[config.mk]
export PLATFORM = sky130hd
export DESIGN_NAME = alu_rr_sched
export DESIGN_NICKNAME = d
export VERILOG_FILES = /design/src/rtl/alu_pkg.sv /design/src/rtl/alu.sv /design/src/rtl/alu_rr_sched.sv
export SDC_FILE = /design/constraint.sdc
export NUM_CORES = 1
export LEC_CHECK = 0
export CORE_MARGIN = 5
export CORE_UTILIZATION = 53
export DETAILED_ROUTE_END_ITERATION = 16
export GPL_TIMING_DRIVEN = 0
export PLACE_DENSITY = 0.87
export REMOVE_ABC_BUFFERS = 1
export SLEW_MARGIN = 15
export SYNTH_ARGS = -nofsm -noshare
export SYNTH_HDL_FRONTEND = slang
export SYNTH_HIERARCHICAL = 1
export SYNTH_SLANG_ARGS = --single-unit
[constraint.sdc]
create_clock -name clk -period 7.3 [get_ports clk]
set_input_delay 1.46 -clock clk [delete_from_list [all_inputs] [get_ports clk]]
set_output_delay 1.46 -clock clk [all_outputs]
set_load 0.01 [all_outputs]
[src/rtl/alu_pkg.sv]
// alu_pkg: shared constants for the round-robin ALU scheduler and its ALU.
// Latency: n/a (constants only).
// Backpressure: n/a.
// Contents: data/opcode widths, opcode encodings OP_ADD..OP_SHR, FSM state
// encoding ST_IDLE/ST_EXEC/ST_RESP.
package alu_pkg;

  // Datapath width of the shared ALU.
  localparam int ALU_W = 4;
  // Opcode width.
  localparam int OP_W  = 3;

  // Opcodes.
  localparam logic [OP_W-1:0] OP_ADD = 3'b000;
  localparam logic [OP_W-1:0] OP_SUB = 3'b001;
  localparam logic [OP_W-1:0] OP_AND = 3'b010;
  localparam logic [OP_W-1:0] OP_OR  = 3'b011;
  localparam logic [OP_W-1:0] OP_XOR = 3'b100;
  localparam logic [OP_W-1:0] OP_NOT = 3'b101;
  localparam logic [OP_W-1:0] OP_SHL = 3'b110;
  localparam logic [OP_W-1:0] OP_SHR = 3'b111;

  // Scheduler FSM encoding.
  localparam logic [1:0] ST_IDLE = 2'd0;
  localparam logic [1:0] ST_EXEC = 2'd1;
  localparam logic [1:0] ST_RESP = 2'd2;

endpackage

[src/rtl/alu.sv]
// alu: combinational ALU_W-bit ALU (add/sub/logic/shift) with carry and zero flags.
// Latency: 0 cycles, purely combinational.
// Backpressure: none; output follows inputs.
// Ports: a, b (operands), op (opcode), y (result), cout (carry, or borrow for SUB),
// zero (y == 0).
module alu
  import alu_pkg::*;
(
  input  logic [ALU_W-1:0] a,
  input  logic [ALU_W-1:0] b,
  input  logic [OP_W-1:0]  op,
  output logic [ALU_W-1:0] y,
  output logic             cout,
  output logic             zero
);

  // One extra bit on top so ADD carry and SUB borrow fall out of the same
  // ALU_W+1 bit result; logic and shift ops leave it clear.
  logic [ALU_W:0] wide;

  always_comb begin
    wide = '0;
    case (op)
      OP_ADD:  wide = {1'b0, a} + {1'b0, b};
      // Unsigned 5-bit subtraction: top bit is set exactly when a < b.
      OP_SUB:  wide = {1'b0, a} - {1'b0, b};
      OP_AND:  wide = {1'b0, a & b};
      OP_OR:   wide = {1'b0, a | b};
      OP_XOR:  wide = {1'b0, a ^ b};
      OP_NOT:  wide = {1'b0, ~a};
      OP_SHL:  wide = {1'b0, a[ALU_W-2:0], 1'b0};
      OP_SHR:  wide = {2'b00, a[ALU_W-1:1]};
      default: wide = '0;
    endcase
  end

  assign y    = wide[ALU_W-1:0];
  assign cout = wide[ALU_W];
  assign zero = (wide[ALU_W-1:0] == '0);

endmodule

[src/rtl/alu_rr_sched.sv]
// alu_rr_sched: round-robin scheduler sharing one ALU among NREQ requesters, id-tagged response.
// Latency: accept edge -> EXEC cycle -> response registered on the next edge; max 1 op / 3 cycles.
// Backpressure: response held stable until rsp_ready; no new grant until the response is taken.
//
// Ports:
//   clk, rst              clock, asynchronous active-high reset
//   req_valid/req_ready   per-requester handshake (req_ready one-hot or zero, IDLE only)
//   req_a/req_b           packed operands, requester i at [4i+3:4i]
//   req_op                packed opcodes, requester i at [3i+2:3i]
//   rsp_valid/rsp_ready   response handshake
//   rsp_id/rsp_y/rsp_cout/rsp_zero  response payload
//
// Configuration macro: ALU_SCHED_PRIO_EN -- requester 0 wins whenever it is
// valid in IDLE and its grants leave the round-robin pointer untouched.
// Without it all requesters are served in pure round-robin order.
module alu_rr_sched
  import alu_pkg::*;
#(
  parameter int NREQ = 4,
  parameter int IDW  = $clog2(NREQ)
) (
  input  logic                  clk,
  input  logic                  rst,
  input  logic [NREQ-1:0]       req_valid,
  output logic [NREQ-1:0]       req_ready,
  input  logic [NREQ*ALU_W-1:0] req_a,
  input  logic [NREQ*ALU_W-1:0] req_b,
  input  logic [NREQ*OP_W-1:0]  req_op,
  output logic                  rsp_valid,
  input  logic                  rsp_ready,
  output logic [IDW-1:0]        rsp_id,
  output logic [ALU_W-1:0]      rsp_y,
  output logic                  rsp_cout,
  output logic                  rsp_zero
);

  // NREQ at the width used for modular pointer arithmetic.
  localparam logic [IDW:0] NREQ_W = (IDW+1)'(NREQ);
  localparam logic [IDW:0] ONE_W  = (IDW+1)'(1);

  logic [1:0]       state;
  logic [IDW-1:0]   ptr;

  // Operands captured at the grant handshake; the ALU only ever sees these,
  // so requesters may change their inputs as soon as they are accepted.
  logic [ALU_W-1:0] lat_a;
  logic [ALU_W-1:0] lat_b;
  logic [OP_W-1:0]  lat_op;
  logic [IDW-1:0]   lat_id;

  logic [ALU_W-1:0] alu_y;
  logic             alu_cout;
  logic             alu_zero;

  // ---------------------------------------------------------------------
  // Arbiter: rotate req_valid so ptr lands at bit 0, find first set bit,
  // then add ptr back (mod NREQ) to get the absolute requester index.
  // ---------------------------------------------------------------------
  logic             any_req;
  logic [IDW-1:0]   gnt_id;
  logic [2*NREQ-1:0] dbl;
  logic [NREQ-1:0]  rot;
  logic [IDW-1:0]   ofs;
  logic             found;
  logic [IDW:0]     gsum;

  always_comb begin
    any_req = |req_valid;
    dbl     = {req_valid, req_valid} >> ptr;
    rot     = dbl[NREQ-1:0];
    found   = 1'b0;
    ofs     = '0;
    for (int i = 0; i < NREQ; i++) begin
      if (!found && rot[i]) begin
        found = 1'b1;
        ofs   = IDW'(i);
      end
    end
    gsum = {1'b0, ptr} + {1'b0, ofs};
    if (gsum >= NREQ_W) begin
      gsum = gsum - NREQ_W;
    end
    gnt_id = gsum[IDW-1:0];
`ifdef ALU_SCHED_PRIO_EN
    // Requester 0 overrides the rotation whenever it is asking.
    if (req_valid[0]) begin
      gnt_id = '0;
    end
`endif
  end

  // Grant is offered only in IDLE and only while out of reset; with a valid
  // request present the handshake always completes on this edge.
  always_comb begin
    req_ready = '0;
    if (!rst && state == ST_IDLE && any_req) begin
      req_ready[gnt_id] = 1'b1;
    end
  end

  // Select the granted requester's operands for latching.
  logic [ALU_W-1:0] sel_a;
  logic [ALU_W-1:0] sel_b;
  logic [OP_W-1:0]  sel_op;

  always_comb begin
    sel_a  = '0;
    sel_b  = '0;
    sel_op = '0;
    for (int i = 0; i < NREQ; i++) begin
      if (gnt_id == IDW'(i)) begin
        sel_a  = req_a[i*ALU_W +: ALU_W];
        sel_b  = req_b[i*ALU_W +: ALU_W];
        sel_op = req_op[i*OP_W +: OP_W];
      end
    end
  end

  // Pointer advances to the requester after the one just served, wrapping.
  logic [IDW:0]   psum;
  logic [IDW-1:0] ptr_nxt;

  always_comb begin
    psum = {1'b0, lat_id} + ONE_W;
    if (psum >= NREQ_W) begin
      psum = '0;
    end
    ptr_nxt = psum[IDW-1:0];
  end

  // ---------------------------------------------------------------------
  // Shared ALU, fed only from the latched operands.
  // ---------------------------------------------------------------------
  alu u_alu (
    .a    (lat_a),
    .b    (lat_b),
    .op   (lat_op),
    .y    (alu_y),
    .cout (alu_cout),
    .zero (alu_zero)
  );

  // ---------------------------------------------------------------------
  // FSM: IDLE (arbitrate/accept) -> EXEC (compute) -> RESP (hold result).
  // ---------------------------------------------------------------------
  always_ff @(posedge clk or posedge rst) begin
    if (rst) begin
      state     <= ST_IDLE;
      ptr       <= '0;
      lat_a     <= '0;
      lat_b     <= '0;
      lat_op    <= '0;
      lat_id    <= '0;
      rsp_valid <= 1'b0;
      rsp_id    <= '0;
      rsp_y     <= '0;
      rsp_cout  <= 1'b0;
      rsp_zero  <= 1'b0;
    end else begin
      case (state)
        ST_IDLE: begin
          if (any_req) begin
            lat_a  <= sel_a;
            lat_b  <= sel_b;
            lat_op <= sel_op;
            lat_id <= gnt_id;
            state  <= ST_EXEC;
          end
        end
        ST_EXEC: begin
          rsp_y     <= alu_y;
          rsp_cout  <= alu_cout;
          rsp_zero  <= alu_zero;
          rsp_id    <= lat_id;
          rsp_valid <= 1'b1;
          state     <= ST_RESP;
        end
        ST_RESP: begin
          if (rsp_ready) begin
            rsp_valid <= 1'b0;
            state     <= ST_IDLE;
`ifdef ALU_SCHED_PRIO_EN
            // Priority grants to requester 0 do not disturb the rotation.
            if (lat_id != '0) begin
              ptr <= ptr_nxt;
            end
`else
            ptr <= ptr_nxt;
`endif
          end
        end
        default: begin
          state <= ST_IDLE;
        end
      endcase
    end
  end

endmodule
# Word level (Yosys, flattened, before mapping)
# Cells that the tools add are included.
dict set report word_totals {
  register_bits 26
  in_bits 51
  out_inout_bits 13
  wordCells 88
}
dict set report op_classes {
  n_addsub 5
  order_cmp 4
  eq_ne 14
  shift 1
  n_mux 29
  bitwise_logic 4
  n_reduce_logical 20
}
# operator n
set op_table {}
lappend op_table {{5-bit case mux with 8 select lines} 1}
lappend op_table {{4-bit 2-to-1 mux} 9}
lappend op_table {{3-bit == test (second input constant)} 4}
lappend op_table {{2-bit 2-to-1 mux} 6}
lappend op_table {{3-bit 2-to-1 mux} 4}
lappend op_table {{2-bit AND reduction} 4}
lappend op_table {{8-bit by 2-bit right shift with 4-bit output} 1}
lappend op_table {{2-bit == test (second input constant)} 3}
lappend op_table {{3-bit by 2-bit == test with 1-bit output (second input constant)} 2}
lappend op_table {{3-bit greater-or-equal comparator (second input constant)} 2}
lappend op_table {{1-bit logical AND} 6}
lappend op_table {{1-bit 2-to-1 mux} 6}
lappend op_table {{2-bit case mux with 3 select lines} 1}
lappend op_table {{4-bit by 4-bit adder with 5-bit output} 1}
lappend op_table {{4-bit by 4-bit subtractor with 5-bit output} 1}
lappend op_table {{4-bit AND} 1}
lappend op_table {{2-bit by 1-bit == test with 1-bit output (second input constant)} 2}
lappend op_table {{1-bit zero test} 4}
lappend op_table {{2-bit zero test} 2}
lappend op_table {{4-bit zero test} 1}
lappend op_table {{2-bit != test (second input constant)} 2}
lappend op_table {{4-bit NOT} 1}
lappend op_table {{4-bit OR} 1}
lappend op_table {{4-bit OR reduction} 1}
lappend op_table {{11 further kinds} 11}

# Depth between registers and ports, before layout
dict set report depth {
  word_depth 19
  ltp_mapped 12
  depth_no_buf 11
}

# Cells and area by module
# Netlist, hierarchy kept.
# module n_inst cells_each area_per_inst_um2 seq_area_each_um2
set modules_own_cells {}
lappend modules_own_cells {alu_rr_sched 1 162 1724.2 650.6}
lappend modules_own_cells {alu 1 77 611.8 0.0}

# Worst setup path before layout
# Ideal clock, no wire load.
dict set report synth_timing {
  path_type {input to output}
  start {input req_valid[0]}
  end {output req_ready[2]}
  arrival_ns 3.431
  required_ns 5.840
  setup_slack_ns 2.409
  cell_stages 10
  path_cell_list {buf_4 nand3_1 o311ai_0 o21ai_0 o221ai_1 ha_1 xnor2_1 xnor2_4 buf_6 nor4b_1}
}
dict set report synth_via {
  elab_chain_len 19
  elab_cells_between_ends 25
}
# item line_no
set synth_rtl {}
lappend synth_rtl {{start, declared} alu_rr_sched.sv:24} ;# input logic [NREQ-1:0] req_valid,
lappend synth_rtl {{8-bit by 2-bit right shift with 4-bit output} alu_rr_sched.sv:69} ;# dbl = {req_valid, req_valid} >> ptr;
lappend synth_rtl {{1-bit 2-to-1 mux} alu_rr_sched.sv:74} ;# if (!found && rot[i]) begin
lappend synth_rtl {{1-bit zero test} alu_rr_sched.sv:74}
lappend synth_rtl {{1-bit logical AND} alu_rr_sched.sv:74}
lappend synth_rtl {{1-bit 2-to-1 mux} alu_rr_sched.sv:74}
lappend synth_rtl {{1-bit zero test} alu_rr_sched.sv:74}
lappend synth_rtl {{1-bit logical AND} alu_rr_sched.sv:74}
lappend synth_rtl {{1-bit 2-to-1 mux} alu_rr_sched.sv:74}
lappend synth_rtl {{[... 3 more ...]} n/a}
lappend synth_rtl {{2-bit by 2-bit adder with 3-bit output} alu_rr_sched.sv:79} ;# gsum = {1'b0, ptr} + {1'b0, ofs};
lappend synth_rtl {{3-bit greater-or-equal comparator / 2-bit by 1-bit subtractor with 2-bit output (equally long branches)} {alu_rr_sched.sv:80, alu_rr_sched.sv:81}}
lappend synth_rtl {{2-bit 2-to-1 mux} alu_rr_sched.sv:80} ;# if (gsum >= NREQ_W) begin
lappend synth_rtl {{2-bit by 3-bit < comparator with 1-bit output (not written as such) / 2-bit by 1-bit greater-or-equal comparator with 1-bit output (equally long branches)} alu_rr_sched.sv:97} ;# req_ready[gnt_id] = 1'b1;
lappend synth_rtl {{1-bit logical AND (not written as such)} alu_rr_sched.sv:97}
lappend synth_rtl {{1-bit 2-to-1 mux (not written as such)} alu_rr_sched.sv:97}
lappend synth_rtl {{1-bit demux with 2-bit select} alu_rr_sched.sv:97}
lappend synth_rtl {{4-bit 2-to-1 mux (*)} alu_rr_sched.sv:96} ;# if (!rst && state == ST_IDLE && any_req) begin
lappend synth_rtl {{end, declared} alu_rr_sched.sv:25} ;# output logic [NREQ-1:0] req_ready,
# Mark *: on every way between the ends. The rest lies on a longest branch, timed or not.

# Worst setup path in the final report
# Ends and elaborated chain as after synthesis.

==> results.ini <==
[cells_and_area]
post-route-util_pct=70.14
layout.nets=359
diodes=0
layout-drive-gt1-share_pct=16.84
final_cell_mix=clkdlybuf4s50_1, mux2_2, nand2_1, dfrtp_1, mux2i_1
layout_commonest_cell=clkdlybuf4s50_1
areaGrowthSynthToFinish_pct=29.83

[global_route]
grt_pass1_vias=1891
grt_pass1_wl_mm=8.983
grt_overflow=0
antenna_found_initial=0
grt_max_degree=27
grt_usage_pct=18.33

[yosys]
synth_enable_flop_cells=0
ys_warn_count=6
ys_ff_latch=26
synth.cell_area_um2=2336
avgSynthCellArea_um2=9.774
ys_seq_area_share_pct=27.85
ys.flop_type=dfrtp_1
synth_cells=239
yosysUniqueCellTypes=48
async_reset_ff_share_pct=100.0

[cts]
clock-sinks=26
postCtsSetupRepairBufs=0
cts-root-buf=clkbuf_8
clockBufferDepth=2
clk_latency_ns=0.27
cts_inserted_buffers=3
clkSlewWorstSetupHoldPaths_ns=0.09
cts_tree=built
h-tree-depth=1
cts_resized=0
hold_buffers=0

[worst_hold_path]
min_path_type=reg2reg
whs_path_depth=1

[placed_design]
gp_congestion=0.8631
numPortBuffers=63
dp_hpwl_mm=4.223

[critical_path]
path_cells=clkdlybuf4s50_1, o22ai_1, o21ai_0, o221ai_1, ha_1, xnor2_1, xnor2_4, nor4b_1, clkdlybuf4s50_1
cpPeakStageDelay_ns=0.68
critPathMostFrequentCell=clkdlybuf4s50_1
timing.rr.end=lat_a[3]
crit_required_ns=5.84
crit_end=req_ready[2]
rrSetupSlack_ns=4.30
cp-end-kind=primary output
cp_max_fo=16
reg2reg_depth=9
r2r-start=ptr[0]
start_kind=primary input
crit_arrival_ns=4.54
cp_slowest_cell=clkdlybuf4s50_1
critical_path_class=in2out
critPathLaunch=req_valid[0]

[floorplanning]
row_count=24
die-area_um2=5835
dieWidth_um=76.39
start_util_pct=54.02
die_h_um=76.39
io_pins=64
core_area_um2=4324

[sta]
tightest_slew_ns=0.9727
relSlewSlack_pct=35.09
fin_setup_tns_ns=0
hold_viol_final=0
finalSetupViolations=0
period_share_pct=82.22
fmax_ghz=0.1666
period_needed_ns=6.002
slew_violations=0
rsz0062_at_grt=false
finClkSkew_ns=0.002836

[drt]
vias=2009
drt-total-wl_mm=5.474
drt_first_pass_iters=4
drt_iter0_drc=93
antenna_left=0
vias_per_cell=5.857
wl_per_cell_um=15.96
drcViolationCount=0

[pwr]
p_leak_nw=1.242
p_total_mw=1.371
vdd_drop_max_mv=0.1738
pwr_density_cell_nw_per_um2=452.1

[flow_run]
cap_violations=0

[run_status]
status=finished clean

==> cells in the mapped netlist (all sizes together), types with 4 or more instances <==
| cell | count | share of area [%] |
|---|---|---|
| inv | 14 | 2.2 |
| o21ai | 4 | 0.86 |
| xnor2 | 6 | 3.1 |
| a21oi | 7 | 1.5 |
| a22oi | 12 | 3.9 |
| nand2 | 26 | 4.2 |
| mux2i | 16 | 6.9 |
| nor2b | 4 | 1.1 |
| nor2 | 6 | 1.1 |
| nor3 | 4 | 0.86 |
| clkbuf | 7 | 1.1 |
| buf | 9 | 2.8 |
| o211ai | 12 | 3.9 |
| o31ai | 4 | 1.3 |
| mux2 | 33 | 16 |
| ha | 15 | 8.0 |
| dfrtp | 26 | 28 |
==> report_power, final <==
part | switching [mW] | leakage (nW) | total, mW | internal (mW)
registers | 0.107 | 0.319 | 0.325 | 0.218
logic | 0.459 | 0.888 | 0.927 | 0.468
clock network | 0.0458 | 0.0357 | 0.119 | 0.0734
==> worst max-delay path, delay by kind of cell <==
family / cells / cell delay (ns)
compound gates: 3 / 0.48
xor+xnor: 2 / 0.82
fa+ha+maj: 1 / 0.21
buf+inv: 2 / 1.27
simple gates: 1 / 0.31
==> routing by layer <==
layer	wire, um	global-route usage [%]	part of all wire (%)
met5	0	0	0
met4	50	4.196	0.91
met3	257	2.955	4.7
met2	2821	31.85	52
met1	2345	23.73	43
==> logic make-up after synthesis <==
family / share of synthesized area, %
and+or+nand+nor: 13.28
AOI/OAI and AO/OA: 16.50
muxes: 23.89
buffers and inverters: 6.160
DFF: 27.85
adders and majority gates: 8.891
xor gates and xnor gates: 3.428
==> metrics by stage <==
step	instance area (um2)	setup slack, ns	hold slack (ns)	cells
2_1_floorplan	2245	2.561	0.4683	223
3_3_place_gp	2940	1.352	0.4895	338
3_5_place_dp	2945	1.261	0.4954	338
4_1_cts	3017	1.242	0.5158	342
5_1_grt	3033	1.157	0.5256	343
6_report	3033	1.298	0.5100	343
==> how the worst min path moves through the flow <==
stage	startpoint	to	slack, ns
after floorplan	state[1]	rsp_valid	0.47
after global placement	rsp_y[3]	rsp_y[3]	0.49
after detailed placement	rsp_y[0]	rsp_y[0]	0.50
after CTS	rsp_y[0]	rsp_y[0]	0.52
after global routing	rsp_y[0]	rsp_y[0]	0.53
final	rsp_y[0]	rsp_y[0]	0.51
==> flip-flops by register name, summed over array words and instances (netlist names) <==
register	flops
lat_id	2
lat_a	4
lat_op	3
rsp_zero	1
rsp_cout	1
rsp_y	4
rsp_valid	1
rsp_id	2
lat_b	4
state	2
ptr	2
==> area by class of cell <==
type	instances	area, um2
Clock inverter	1	30.03
Timing Repair Buffer	64	641.9
Fill cell	337	1291
Tap cell	52	65.06
Sequential cell	26	650.6
Clock buffer	3	41.29
Inverter	14	52.55
Multi-Input combinational cell	183	1551
No activity file was read; power rests on OpenSTA's default activity.
